==> src/rtl/player_health_ctrl_pkg.sv <==
// Shared definitions for the player health controller: widths, default sizing,
// FSM state encoding and the saturating health subtraction.
package player_health_ctrl_pkg;

    localparam int HEALTH_W        = 9;
    localparam int FULL_HEALTH_DEF = 200;
    localparam int DMG_W_DEF       = 6;

    typedef enum logic [1:0] {
        ST_IDLE   = 2'd0,
        ST_ACTIVE = 2'd1,
        ST_IFRAME = 2'd2,
        ST_KO     = 2'd3
    } state_t;

    // Health never wraps: a hit larger than the remaining health lands on 0.
    function automatic logic [HEALTH_W-1:0] sat_sub(
        input logic [HEALTH_W-1:0] health,
        input logic [HEALTH_W-1:0] dmg
    );
        return (health > dmg) ? health - dmg : '0;
    endfunction

endpackage

==> src/rtl/player_health_ctrl_tick_divider.sv <==
// Free-running divider producing a registered one-cycle tick every DIV cycles.
// Reused for any animation rate; only reset clears it.
module tick_divider #(
    parameter int DIV = 4
) (
    input  logic clk,
    input  logic reset,
    output logic tick
);

    localparam int CW = (DIV > 2) ? $clog2(DIV) : 1;

    logic [CW-1:0] cnt;
    logic          wrap;

    assign wrap = (cnt == CW'(DIV - 1));

    always_ff @(posedge clk) begin
        if (reset) begin
            cnt  <= '0;
            tick <= 1'b0;
        end else begin
            cnt  <= wrap ? '0 : cnt + 1'b1;
            tick <= wrap;
        end
    end

endmodule

==> src/rtl/player_health_ctrl.sv <==
// Per-player health bookkeeping ahead of the OLED health bar: hit acceptance,
// block reduction, invincibility frames, KO detection and the bar's drain tick.
module player_health_ctrl
    import player_health_ctrl_pkg::*;
#(
    parameter int FULL_HEALTH   = FULL_HEALTH_DEF,
    parameter int DMG_W         = DMG_W_DEF,
    parameter int BLOCK_SHIFT   = 2,
    parameter int IFRAME_CYCLES = 25,
    parameter int DRAIN_DIV     = 4
) (
    input  logic                clk,
    input  logic                reset,
    input  logic                round_start,
    input  logic                hit_valid,
    input  logic [DMG_W-1:0]    hit_damage,
    input  logic                hit_blocked,
    output logic                hit_ready,
    output logic [HEALTH_W-1:0] curr_health,
    output logic                ko,
    output logic                invincible,
    output logic [7:0]          hits_taken,
    output logic                drain_tick
);

    localparam int IFR_W = $clog2(IFRAME_CYCLES + 1);

    state_t              state, state_nx;
    logic [HEALTH_W-1:0] health_nx;
    logic [7:0]          hits_nx;
    logic [IFR_W-1:0]    ifr_cnt, ifr_nx;

    logic [DMG_W-1:0]    dmg_shifted;
    logic [DMG_W-1:0]    eff;
    logic [HEALTH_W-1:0] eff_ext;
    logic [HEALTH_W-1:0] health_hit;
    logic                hit_accept;

    // Blocking scales damage down but a nonzero hit always costs at least 1.
    assign dmg_shifted = hit_damage >> BLOCK_SHIFT;
    always_comb begin
        eff = '0;
        if (hit_damage != '0) begin
            if (!hit_blocked)
                eff = hit_damage;
            else if (dmg_shifted == '0)
                eff = DMG_W'(1);
            else
                eff = dmg_shifted;
        end
    end

    assign eff_ext    = HEALTH_W'(eff);
    assign health_hit = sat_sub(curr_health, eff_ext);
    assign hit_ready  = (state == ST_ACTIVE) && !round_start;
    assign hit_accept = hit_valid && hit_ready;

    always_ff @(posedge clk) begin
        if (reset) begin
            state       <= ST_IDLE;
            curr_health <= HEALTH_W'(FULL_HEALTH);
            hits_taken  <= '0;
            ifr_cnt     <= '0;
        end else begin
            state       <= state_nx;
            curr_health <= health_nx;
            hits_taken  <= hits_nx;
            ifr_cnt     <= ifr_nx;
        end
    end

    always_comb begin
        state_nx  = state;
        health_nx = curr_health;
        hits_nx   = hits_taken;
        ifr_nx    = ifr_cnt;
        if (round_start) begin
            state_nx  = ST_ACTIVE;
            health_nx = HEALTH_W'(FULL_HEALTH);
            hits_nx   = '0;
            ifr_nx    = '0;
        end else begin
            case (state)
                ST_ACTIVE: begin
                    // Zero-damage hits are consumed without side effects.
                    if (hit_accept && eff != '0) begin
                        health_nx = health_hit;
                        hits_nx   = (hits_taken == 8'hFF) ? hits_taken : hits_taken + 8'd1;
                        if (health_hit == '0) begin
                            state_nx = ST_KO;
                        end else begin
                            state_nx = ST_IFRAME;
                            ifr_nx   = IFR_W'(IFRAME_CYCLES - 1);
                        end
                    end
                end
                ST_IFRAME: begin
                    if (ifr_cnt == '0)
                        state_nx = ST_ACTIVE;
                    else
                        ifr_nx = ifr_cnt - 1'b1;
                end
                default: ;
            endcase
        end
    end

    assign ko         = (state == ST_KO);
    assign invincible = (state == ST_IFRAME);

    tick_divider #(
        .DIV (DRAIN_DIV)
    ) u_drain_div (
        .clk   (clk),
        .reset (reset),
        .tick  (drain_tick)
    );

endmodule

==> config.mk <==
export PLATFORM = sky130hd
export DESIGN_NAME = player_health_ctrl
export DESIGN_NICKNAME = d
export VERILOG_FILES = /design/src/rtl/player_health_ctrl_pkg.sv /design/src/rtl/player_health_ctrl_tick_divider.sv /design/src/rtl/player_health_ctrl.sv
export SDC_FILE = /design/constraint.sdc
export NUM_CORES = 1
export LEC_CHECK = 0
export ABC_AREA = 1
export CAP_MARGIN = 20
export CELL_PAD_IN_SITES_DETAIL_PLACEMENT = 1
export CELL_PAD_IN_SITES_GLOBAL_PLACEMENT = 1
export CORE_MARGIN = 3
export CORE_UTILIZATION = 40
export CTS_CLUSTER_SIZE = 40
export DETAILED_ROUTE_END_ITERATION = 6
export HOLD_SLACK_MARGIN = 0.1
export PLACE_DENSITY_LB_ADDON = 0.25
export SETUP_SLACK_MARGIN = 0.4
export SLEW_MARGIN = 30
export SYNTH_ARGS = -nofsm -noshare
export SYNTH_HDL_FRONTEND = slang
export SYNTH_SLANG_ARGS = --single-unit
export TNS_END_PERCENT = 5
==> constraint.sdc <==
create_clock -name clk -period 4.45 [get_ports clk]
set_input_delay 1.1125 -clock clk [delete_from_list [all_inputs] [get_ports clk]]
set_output_delay 1.1125 -clock clk [all_outputs]
set_load 0.01 [all_outputs]
Yosys cells after proc, flatten, opt, wreduce, memory -nomap -nowiden. Cells that the tools add are included.

Add/subtract/negate cells: 4. Bitwise operators: 1. Multiplexer cells: 13. Equal/unequal tests: 11. Reductions and logical operators: 18. $lt $le $gt $ge: 1.

Operators by type and width (count): 5-bit two-way mux (3); 6-bit two-way mux (2); 6-bit nonzero test (2); 5-bit one-hot mux with 2 select lines (1); 9-bit by 6-bit greater-than comparator with 1-bit output (1); 9-bit zero test (1); 9-bit two-way mux (1); 3-bit AND reduction (3); 9-bit by 6-bit subtractor with 9-bit output (1); 8-bit by 1-bit adder with 8-bit output (second input constant) (1); 8-bit == test (second input constant) (1); 2-bit == test (second input constant) (3); 6-bit zero test (1); 3-bit by 2-bit inequality test with 1-bit output (second input constant) (2); 5-bit zero test (1); 5-bit by 1-bit subtractor with 5-bit output (second input constant) (1); 2-bit two-way mux (2); 4-bit two-way mux (1); 2-bit by 1-bit inequality test with 1-bit output (second input constant) (2); 2-bit inequality test (second input constant) (2); 2-bit one-hot mux with 2 select lines (1); 4-bit AND reduction (1); 2-bit OR reduction (2); 1-bit logical AND (3); 8 further kinds (9).

Logic and storage cells: 55. Output and inout bits: 21. Input bits: 11. Bits in registers: 27.

Longest topological paths before layout.
Depth after elaboration: 11. Depth in mapped cells: 20. Mapped depth without buffers: 20.

By module. Synthesis repeated with hierarchy kept, for this count alone.

Cells, all modules: 278. Area, all modules: 1951.9 um^2.

Modules (own cells, without submodules): player_health_ctrl (cells an instance 267, times used 1, sequential area each 480.5 um^2, area each 1853.0 um^2); tick_divider (cells an instance 11, times used 1, sequential area each 60.1 um^2, area each 98.8 um^2).

Worst setup path after synthesis. No wires, ideal clock.

Kind: in2reg. Start point: input hit_damage[5]. End point: register ifr_cnt[0]. Cell stages on the path: 20. Arrival: 3.232 ns. Setup time: 0.113 ns. Path slack: 1.105 ns. Buffers on the path: 0. Required time: 4.337 ns. Path through: nor4_1 > nand2_1 > o21ai_0 > nor2_1 > ha_1 > fa_1 > inv_1 > nand3_1 > nand2_1 > nand2_1 > nand2_1 > nand2_1 > nand2_1 > nor2_1 > nor2_2 > nand4_4 > nand2_2 > nand2_1 > nand2_1 > nor2_1.

Word-level cells in the longest chain between the ends: 9. Elaborated cells on any way between the ends: 14. Classes of those cells: 1 x add/sub; 1 x order compare; 2 x eq/ne; 4 x mux; 6 x reduce/logical.

Ends and longest elaborated chain: from (decl) (RTL line player_health_ctrl.sv:16) `input logic [DMG_W-1:0] hit_damage,`; 6-bit zero test (RTL line player_health_ctrl.sv:46) `else if (dmg_shifted == '0)`; 4-bit two-way mux (RTL line player_health_ctrl.sv:46); 6-bit two-way mux (RTL line player_health_ctrl.sv:44) `if (!hit_blocked)`; 6-bit two-way mux * (RTL line player_health_ctrl.sv:43) `if (hit_damage != '0) begin`; 9-bit by 6-bit subtractor with 9-bit output or 9-bit by 6-bit greater-than comparator with 1-bit output (tied branches) (RTL line player_health_ctrl_pkg.sv:21) `return (health > dmg) ? health - dmg : '0;`; 9-bit two-way mux (RTL line player_health_ctrl_pkg.sv:21); 9-bit zero test (RTL line player_health_ctrl.sv:89) `if (health_hit == '0) begin`; 2-bit inequality test (no line); 4-bit AND reduction (no line) *; to (signal assigned) (RTL line player_health_ctrl.sv:68) `ifr_cnt <= ifr_nx;`; to (decl) (RTL line player_health_ctrl.sv:31) `logic [IFR_W-1:0] ifr_cnt, ifr_nx;`.

Every way passes the cells marked *; elsewhere a longest branch is shown, timed or not. A chain may end at the register's enable or synchronous reset.

Worst setup path in the final report.
Start point: input hit_damage[3]. End point: register ifr_cnt[4].

Same word-level chain as after synthesis.

==> results.ini <==
[drt]
drt_iter0_drc=54
ant_nets=0
routed_wl_um=5280
wl_met3_um=169
vias=1942
via_per_inst=5.29
wl_met2_um=2550
highest_layer=met4
drc=0
drt-met1-wl_um=2520
post_drt_wl_per_cell_um=14.4
drt_first_pass_iters=4

[sta]
hold_viol=0
whs_ps=446
period_needed_ps=3780
slew_violations=0
rsz0062_at_grt=false
skew_ps=6.65
finalCritPeriodShare_pct=84.9
finalSetupViolations=0
timing.fmax_mhz=265
slew-limit-headroom_pct=64.6
tightest_slew_ps=527
fin_setup_tns_ps=0

[setup_path]
critPathMostFrequentCell=nand2_1
worstPathArrival_ps=3990
worstSetupStartpointType=primary input
cp_max_fo=5
crit_required_ps=4660
cpMaxStageDelayCell=clkdlybuf4s50_1
criticalPathCategory=in -> reg
cp-end-kind=flip-flop
crit_chain=clkdlybuf4s50_1 -> nor4_4 -> nand2_1 -> o21ai_0 -> nor2_1 -> ha_1 -> fa_1 -> inv_1 -> nand3_1 -> nand2_1 -> nand2_1 -> nand2_1 -> nand2_1 -> nand2_1 -> nor2_1 -> nor2_2 -> nand4_4 -> nand3_1 -> nand2_1 -> nor2_1
slowest_delay_ps=480

[clock_network]
cts_buffer_depth=2
cts_hold_buf=0
insertion_delay_ps=280
cts_sinks=27
clkSlewWorstSetupHoldPaths_ps=100
cts_tree=done
cts-root-buf=clkbuf_8
h-tree-depth=1
cts_buffers=3

[synth]
synthCells=279
ys_warn_count=0
ys_types=34
ys_top_cells_by_area=dfxtp_1 29%, nand2_1 12%, ha_1 9.4%
syn-num-nets=305
synth_seq_cells=27
synth_top_area_share_pct=28.9
synth_area_per_cell_um2=6.70
yosysSeqAreaShare_pct=28.9
synth_top_cell_by_area=dfxtp_1
syn_area_um2=1870

[place]
gp_congestion=0.766
io_buffers=31
dpl_cell_area_um2=2240
hpwl_um=4190
placed_cells=361

[grt]
grt_pass1_vias=1938
grt_start_max_net_pins=18
grt.overflow.total=0
grt_pass1_wl_um=8650
antenna_found_initial=0
grt_use_total_pct=19.8

[layout]
nFillCells=585
area_delta_synth_final_pct=25.0
drive_gt1_share_pct=10.8
final_area_um2=2340
layout.cells.non_filler=367
n_antenna_cell=0
fin_nets=342

[pwr]
power_density_nw_per_um2=250
ir_drop_v=0.000188
p_leak_nw=1.06

[floorplanning]
rows=24
dieHeight_um=74.4
core_area_um2=4440
fp.dieW_um=74.4
io_pins=32
initial_core_util_pct=42.1
die-area_um2=5530

[worst_hold_path]
min_path_type=reg -> reg

[run_status]
run_status=complete, no violations

[job]
drv_cap=0

-- Yosys cell counts, drive strengths merged --
cell type and number:
or2 1, a31oi 1, nor3b 1, nor4 3, xnor2 2, mux2i 2
nor2b 1, o21bai 1, buf 2, a211oi 1, o31a 1, ha 14
nand4 4, nor2 38, dfxtp 27, inv 40, nand2 66, o211ai 2
o21ai 15, o32ai 1, fa 1, a21boi 2, a21oi 24, nand3b 1
nor3 11, nand3 17
-- final timing paths --
check / endpoint / slack (ps) / cells past startpoint / from
setup / recovery: ifr_cnt[4]$_SDFFE_PP0P_ / 670 / 20 / hit_damage[3]
setup reg to reg: hits_taken[4]$_SDFFE_PP0P_ / 1990 / 13 / state[1]$_SDFFE_PP0P_
hold / removal: u_drain_div.cnt[0]$_SDFF_PP0_ / 450 / 1 / u_drain_div.cnt[0]$_SDFF_PP0_
hold reg to reg: u_drain_div.cnt[0]$_SDFF_PP0_ / 450 / 1 / u_drain_div.cnt[0]$_SDFF_PP0_
-- per-layer routing --
metal  up-vias  global-route usage [%]
met5         -                       0
met4         0                    3.36
met3         6                    3.65
met2        31                    33.9
met1       916                    26.4
li1        989                       -
-- worst max-delay path: cells and delay by family --
| kind | cells | cell delay [ps] |
|---|---|---|
| and+or+nand+nor | 15 | 1590 |
| AOI/OAI and AO/OA | 1 | 100 |
| adders and majority gates | 2 | 620 |
| buffers and inverters | 2 | 580 |
-- power breakdown --
part	total, W	internal (W)	switching, W
clock network	0.000152	0.0000659	0.0000863
logic	0.000170	0.0000676	0.000102
registers	0.000262	0.000252	0.00000953
-- cell usage in the layout (no fill, tap or decap), types with 2 or more instances in the layout --
cell type        count
ha_1                14
nand4_1              3
mux2i_1              2
nor2_2               8
o211ai_1             2
nor2_1              29
nor3_1              11
nand3_2              2
nand2_2              4
nand2_1             61
dlymetal6s2s_1       3
clkdlybuf4s50_1     28
inv_2                7
nor4_1               2
inv_1               33
a21boi_0             2
dfxtp_1             27
xnor2_1              2
o21ai_1              4
clkbuf_8             3
a21oi_1             24
buf_4                2
nand3_1             15
o21ai_0             11
-- cell type report --
type | instances | area (um2) | share of cell area [%]
multi-input combinational | 211 | 1200 | 51.3
sequential | 27 | 541 | 23.1
clock inverter | 1 | 8.76 | 0.375
tap | 52 | 65.1 | 2.78
inverter | 40 | 150 | 6.42
timing repair buffer | 33 | 333 | 14.2
clock buffer | 3 | 41.3 | 1.77
-- cells by family (layout without fill, tap and decap cells) --
kind of cell	count (synthesis)	after routing	share of synthesized area [%]
xor gates and xnor gates	2	2	0.937
and+or+nand+nor	143	144	35.8
muxes	2	2	1.07
adders and majority gates	15	15	10.4
buffers and inverters	42	77	8.56
AOI/OAI and AO/OA	48	48	14.3
DFF	27	27	28.9
-- through the flow --
step	power, W	setup slack, ps	util, %
floorplan	0.000379	1110	-
global placement	0.000423	498	50.5
detailed placement	0.000430	340	50.5
CTS	0.000581	621	51.6
global route	0.000618	394	52.6
finish	0.000584	670	52.6
-- sequential cells by signal (all words and copies together) (netlist names) --
name / count
hits_taken: 8
u_drain_div.tick: 1
curr_health: 9
ifr_cnt: 5
u_drain_div.cnt: 2
state: 2
-- timing repair --
item / 4_1_cts / 5_1_grt
endpoints found under the setup margin: 0 / 5
buffers inserted: 0 / 1
resized for setup: 0 / 6
No activity file was read; power rests on OpenSTA's default activity.
